$ cat config.mk
export PLATFORM = sky130hd
export DESIGN_NAME = mxn_bits_shift_flat
export DESIGN_NICKNAME = d
export VERILOG_FILES = /design/src/rtl/mxn_bits_shift_pkg.sv /design/src/rtl/mxn_bits_shift_if.sv /design/src/rtl/mxn_bits_shift_lane.sv /design/src/rtl/mxn_bits_shift.sv /design/src/flat_wrapper.sv
export SDC_FILE = /design/constraint.sdc
export NUM_CORES = 1
export LEC_CHECK = 0
export ABC_AREA = 1
export ABC_CLOCK_PERIOD_IN_PS = 800
export CAP_MARGIN = 10
export CORE_AREA = 3 3 42 48
export DETAILED_ROUTE_END_ITERATION = 12
export DIE_AREA = 0 0 45 51
export PLACE_DENSITY = 0.8
export REMOVE_ABC_BUFFERS = 1
export SYNTH_ARGS = -nofsm -noshare
export SYNTH_HDL_FRONTEND = slang
export SYNTH_SLANG_ARGS = --single-unit
$ cat constraint.sdc
create_clock -name clk -period 0.8 [get_ports clk]
set_clock_uncertainty 0.1 [all_clocks]
set_input_delay 0.08 -clock clk [delete_from_list [all_inputs] [get_ports clk]]
set_output_delay 0.08 -clock clk [all_outputs]
set_load 0.01 [all_outputs]
$ cat src/rtl/mxn_bits_shift_pkg.sv
// Shared constants and helpers for the SIMD barrel shifter (mxn_bits_shift).
// Optional zero-flag output is enabled with the MXN_SHIFT_ZERO_FLAG_EN macro.
package mxn_shift_pkg;

    localparam int OP_LOGICAL = 0;
    localparam int OP_ARITH   = 1;

    typedef enum logic {
        DIR_LEFT  = 1'b0,
        DIR_RIGHT = 1'b1
    } shift_dir_e;

    // Bit position of the LSB of a lane inside a packed bus.
    function automatic int lane_lsb(input int lane, input int width);
        return lane * width;
    endfunction

endpackage

$ cat src/rtl/mxn_bits_shift_if.sv
// Bus interface of mxn_bits_shift; zero_flag exists only with MXN_SHIFT_ZERO_FLAG_EN.
interface mxn_bits_shift_if #(
    parameter int WIDTH = 4,
    parameter int SETS  = 2
);
    logic [SETS*WIDTH-1:0] in_packed;
    logic                  shift_dir;
    logic [WIDTH-1:0]      shift_amt;
    logic [SETS*WIDTH-1:0] out_packed;
`ifdef MXN_SHIFT_ZERO_FLAG_EN
    logic [SETS-1:0]       zero_flag;

    modport master (output in_packed, shift_dir, shift_amt, input out_packed, zero_flag);
    modport slave  (input in_packed, shift_dir, shift_amt, output out_packed, zero_flag);
`else
    modport master (output in_packed, shift_dir, shift_amt, input out_packed);
    modport slave  (input in_packed, shift_dir, shift_amt, output out_packed);
`endif
endinterface

$ cat src/rtl/mxn_bits_shift_lane.sv
// nbits_shift_lane: combinational WIDTH-bit shifter for one lane, logical or arithmetic by OP.
module nbits_shift_lane
    import mxn_shift_pkg::*;
#(
    parameter int WIDTH = 4,
    parameter int OP    = 0
) (
    input  logic [WIDTH-1:0] lane,
    input  logic             dir,
    input  logic [WIDTH-1:0] amt,
    output logic [WIDTH-1:0] result
);
    // Any OP other than OP_ARITH behaves as a logical shifter.
    localparam bit IS_ARITH = (OP == OP_ARITH);

    logic signed [WIDTH-1:0] lane_s;
    logic        [WIDTH-1:0] sign_fill;
    logic                    amt_overflow;

    assign lane_s       = lane;
    assign sign_fill    = {WIDTH{IS_ARITH & lane[WIDTH-1]}};
    assign amt_overflow = ({1'b0, amt} >= (WIDTH+1)'(WIDTH));

    always_comb begin
        result = '0;
        if (amt_overflow) begin
            result = (dir == DIR_RIGHT) ? sign_fill : '0;
        end else if (dir == DIR_LEFT) begin
            result = lane << amt;
        end else if (IS_ARITH) begin
            result = lane_s >>> amt;
        end else begin
            result = lane >> amt;
        end
    end

endmodule

$ cat src/rtl/mxn_bits_shift.sv
// mxn_bits_shift: SETS independent WIDTH-bit lanes shifted together, registered output.
// Define MXN_SHIFT_ZERO_FLAG_EN to add the per-lane registered zero_flag output.
module mxn_bits_shift
    import mxn_shift_pkg::*;
#(
    parameter int WIDTH = 4,
    parameter int SETS  = 2,
    parameter int OP    = 0
) (
    input logic              clk,
    input logic              rst_n,
    mxn_bits_shift_if.slave  bus
);
    logic [SETS*WIDTH-1:0] shift_d;
    logic [SETS*WIDTH-1:0] out_p1;
`ifdef MXN_SHIFT_ZERO_FLAG_EN
    logic [SETS-1:0]       zero_d;
    logic [SETS-1:0]       zero_p1;
`endif

    for (genvar g = 0; g < SETS; g++) begin : g_lane
        nbits_shift_lane #(
            .WIDTH (WIDTH),
            .OP    (OP)
        ) u_lane (
            .lane   (bus.in_packed[lane_lsb(g, WIDTH) +: WIDTH]),
            .dir    (bus.shift_dir),
            .amt    (bus.shift_amt),
            .result (shift_d[lane_lsb(g, WIDTH) +: WIDTH])
        );
`ifdef MXN_SHIFT_ZERO_FLAG_EN
        assign zero_d[g] = ~|shift_d[lane_lsb(g, WIDTH) +: WIDTH];
`endif
    end

    // Stage p0 -> p1: single output register, cleared asynchronously.
    always_ff @(posedge clk or negedge rst_n) begin
        if (!rst_n) begin
            out_p1 <= '0;
        end else begin
            out_p1 <= shift_d;
        end
    end

    assign bus.out_packed = out_p1;

`ifdef MXN_SHIFT_ZERO_FLAG_EN
    always_ff @(posedge clk or negedge rst_n) begin
        if (!rst_n) begin
            zero_p1 <= '0;
        end else begin
            zero_p1 <= zero_d;
        end
    end

    assign bus.zero_flag = zero_p1;
`endif

endmodule

$ cat src/flat_wrapper.sv
// flat-port wrapper written by rule: the top's interface ports become plain ports
module mxn_bits_shift_flat import mxn_shift_pkg::*;
#(
    parameter int WIDTH = 4,
    parameter int SETS  = 2,
    parameter int OP    = 0
)
  (clk, rst_n, bus_in_packed, bus_shift_dir, bus_shift_amt, bus_out_packed);
  mxn_bits_shift_if #(.WIDTH(WIDTH), .SETS(SETS)) bus_i ();
  input logic clk;
  input logic rst_n;
  input wire logic [$bits(bus_i.in_packed)-1:0] bus_in_packed;
  input wire logic [$bits(bus_i.shift_dir)-1:0] bus_shift_dir;
  input wire logic [$bits(bus_i.shift_amt)-1:0] bus_shift_amt;
  output wire logic [$bits(bus_i.out_packed)-1:0] bus_out_packed;
  assign bus_i.in_packed = bus_in_packed;
  assign bus_i.shift_dir = bus_shift_dir;
  assign bus_i.shift_amt = bus_shift_amt;
  assign bus_out_packed = bus_i.out_packed;
  mxn_bits_shift #(.WIDTH(WIDTH), .SETS(SETS), .OP(OP)) u_core (.clk(clk), .rst_n(rst_n), .bus(bus_i));
endmodule
After elaboration in Yosys (flattened, before gate mapping) --
Index checks and enable logic that the tools add are counted.
Storage, ports and cells: bits in registers 8, bits of input ports 15, output and inout port bits 8, logic and storage cells 10
Cells by class: $lt $le $gt $ge 1, shifts and indexed selects 4, mux-type cells 4
Operators with widths (number):
- 2-to-1 mux 4 bit | 4
- << shifter 4 x 4 -> 4 bit | 2
- right shift 4 x 4 -> 4 bit | 2
- >= comparator 4 x 3 -> 1 bit, second input constant | 1

Longest topological paths before layout --
depth after elaboration 3, depth in mapped cells 7, gate-level depth less buffers 7

Hierarchy --
Synthesis repeated with hierarchy kept, for this count alone.
Unflattened totals: cell total of the unflattened synthesis 98, area, all modules 630.6 µm²
By module, submodules not included:
- nbits_shift_lane | times used 2, cells an instance 45, area an instance 215.2 µm², sequential area each 0.0 µm²
- mxn_bits_shift | times used 1, cells an instance 8, area an instance 200.2 µm², sequential area each 200.2 µm²

Worst setup path after synthesis --
Ideal clock, no wire load.
path type input to register, from input bus_shift_amt[0], to register u_core.out_p1[7], in the netlist u_core.bus.out_packed[7], library setup time 71 ps, arrival time 617 ps, slack 11 ps, stages on the path 6, buffers on the path 1, cells stage by stage buf_6 -> clkinv_4 -> nand3_1 -> o21ai_0 -> nand2_1 -> nor2_1
Between the ends: word-level cells in the longest chain between the ends 3, elaborated cells on any way between the ends 5, those cells by class order compare (1); shift (2); mux (2)
Ends and longest elaborated chain:
- start: declaration | RTL line flat_wrapper.sv:14 | input wire logic [$bits(bus_i.shift_amt)-1:0] bus_shift_amt;
- << shifter 4 x 4 -> 4 bit / right shift 4 x 4 -> 4 bit (equally long branches) | RTL line mxn_bits_shift_lane.sv:29, mxn_bits_shift_lane.sv:33
- 2-to-1 mux 4 bit | RTL line mxn_bits_shift_lane.sv:28 | end else if (dir == DIR_LEFT) begin
- 2-to-1 mux 4 bit (*) | RTL line mxn_bits_shift_lane.sv:26 | if (amt_overflow) begin
- net u_core.g_lane[1].u_lane.result[3] | RTL line mxn_bits_shift_lane.sv:11 | output logic [WIDTH-1:0] result
- end signal: assignment | RTL line mxn_bits_shift.sv:41 | out_p1 <= shift_d;
- end: declaration | RTL line mxn_bits_shift.sv:15 | logic [SETS*WIDTH-1:0] out_p1;
Mark *: on every way through the listed nets, which the timed path passes. The rest lies on a longest branch.

Worst setup path in the final report --
from register u_core.out_p1[5], in the netlist u_core.bus.out_packed[5], to output bus_out_packed[5]
RTL lines:
- end: declaration | RTL line flat_wrapper.sv:15 | output wire logic [$bits(bus_i.out_packed)-1:0] bus_out_packed;
No word-level cell between the ends.

==> run metrics <==
setup ws final=-0.123 ns; buffers plus inverters on the worst setup path=1; Starting Density=36.9%; Int Power=0.726 mW; critical path startpoint=u_core.bus.out_packed[5]; outcome=finished with violations; clock share of power=28.6%; top-count cell post-synth=nand3_1; fin cells=135; post-synthesis sequential area ratio=34.4%; Routed Antenna Nets=0; H-tree depth=1; Ports=23; CTS tree=yes; #FFs+latches synth=8; synth warn=0; Peak Freq=1080 MHz; metal2 WL=861 µm; Synth Area per Inst=6.69 µm²; CP top delay family=flip-flops; initial DRC count=19; Max Cap Viol=0; unrepaired setup endpoints after global routing=yes; grt ovf=0; via count=726; Async S/R FF share, synth=100%; HPWL Detailed=1240 µm; Remaining DRCs=0; Largest register FFs=8; Synth cell types=14; routability congestion estimate=0.964; Worst Setup Path Type=flop to output port; vias in the first global route=630; first-pass GRT wire length=2730 µm; Min Hold Slack=-0.00200 ns; largest net degree at the start of global routing=10; hold violation total from the final report=4; fin crit share=115%; CTS root buf=clkbuf_4; dpl cells=131; Final min period=0.923 ns; Critical-path top delay cell=dfrtp_1; WL met3=165 µm; die area=2300 µm²; CTS Buf Count=3; Gate power share=31.0%; Top Metal Used=met4; first drt pass iteration count=5; core area=1580 µm²; n_diodes=0; num rows=15; synthesis-to-layout area growth=53.1%; metal1 wirelength=674 µm; clk slew on worst S/H paths=0.05 ns; failing checks=negative hold slack, negative setup slack; Main synth FF type=dfrtp_1; routed vias/inst=5.38; post-synth top area share=34.4%; die height=51 µm; Critical Path Start Type=flop; CTS Sinks=8; Slew Limit Fails=0; Nets=135; worst min path class=input port to asynchronous set/reset pin; CP cell instances=buf_6; Final Routed Wirelength=1720 µm; Mapped Area=582 µm²; Reg power frac=40.4%; power per cell area=1170 nW/µm²; Post-CTS Setup Repair Bufs=0; crit path max fanout=1; critical path capture point type=output port; EDFF count, synth=0; CP required=0.62 ns; Worst-Margin Slew=0.345 ns; main area contributors after synthesis=dfrtp_1 (34%), nand3_1 (25%), nand2_1 (14%), nor2_1 (7.1%), nand3_2 (3.4%); synthesized netlist cell count=87; input/output buffers=22; top cells by count, synth=nand3_1 (29), nand2_1 (22), nor2_1 (11); relative slew slack=76.9%; clock buffer depth=2; Arr. time, crit path=0.74 ns; Total GRT Usage=16.0%; CP peak stage delay=0.37 ns; share of layout cells above drive strength 1=33.9%; Max VDD drop=0.466 mV; count of endpoints failing setup in the final report=8; Sw Ratio=30.4%; Die Width=45 µm; antenna violations before repair=0; area leader, netlist=dfrtp_1; LEAKAGE=0.459 nW; Routed WL per cell=12.8 µm; sw power=0.316 mW
-- power groups by stage --
stage	clock, mW	sequential, mW	combinational, mW
CTS	0.314	0.420	0.301
global placement	0	0.427	0.309
detailed placement	0	0.428	0.316
floorplan	0	0.435	0.127
global route	0.352	0.421	0.354
finish	0.298	0.421	0.323
-- worst max path at each step --
stage                                    end  cells past startpoint
floorplan           u_core.bus.out_packed[1]                      3
global placement    u_core.bus.out_packed[1]                      6
detailed placement  u_core.bus.out_packed[2]                      6
CTS                        bus_out_packed[5]                      1
global route               bus_out_packed[2]                      1
finish                     bus_out_packed[5]                      1
-- per-stage QoR --
| step | setup WS, ns | util [%] | power, mW | TNS [ns] | instance area, µm² |
|---|---|---|---|---|---|
| finish | -0.123 | 56.5 | 1.04 | -0.903 | 891 |
| CTS | -0.143 | 54.3 | 1.03 | -1.03 | 856 |
| detailed placement | -0.591 | 54.0 | 0.744 | -6.11 | 852 |
| global route | -0.171 | 56.5 | 1.13 | -1.23 | 891 |
| global placement | -0.547 | 54.0 | 0.736 | -5.85 | 852 |
| floorplan | 0.0434 | - | 0.562 | 0 | 551 |
-- per-layer routing --
layer  track usage (%)  up-vias
met2              26.9       51
met4              9.27        0
met5                 0        -
met3              2.46        2
li1                  -      359
met1              18.4      314
-- cell type report --
cell class | count | area (µm²)
Clock buffer | 3 | 22.5
Fill cell | 155 | 686
Inverter | 5 | 26.3
Multi-Input combinational cell | 71 | 379
Sequential cell | 8 | 200
Tap cell | 17 | 21.3
Timing Repair Buffer | 30 | 234
Timing Repair inverter | 1 | 7.51
-- layout by cell type, fill, tap and decap left out --
master	Yosys	final
inv_4	1	1
inv_2	0	1
buf_4	0	9
a21oi_1	3	1
buf_6	1	3
nand3_2	2	11
a21oi_2	0	2
clkinv_4	1	1
clkbuf_4	0	3
buf_2	1	6
nand2_1	22	22
inv_1	3	2
nand3_1	29	20
o21ai_1	3	4
dlygate4sd2_1	0	10
nor2_1	11	10
nor2_2	0	1
clkbuf_2	0	1
clkdlybuf4s50_1	0	1
dfrtp_1	8	8
clkinvlp_4	0	1
-- cells by family after synthesis --
group / Yosys count / synth area share, %
buf+inv: 8 / 9.89
compound gates: 7 / 6.02
simple gates: 64 / 49.7
flops: 8 / 34.4
-- what timing repair did --
action,in CTS,in global routing
hold buffers,0,0
endpoints found under the setup margin,16,14
resized for setup,59,13
gates cloned,1,0
pin swaps,6,2
Power figures use the tool's default switching activity.
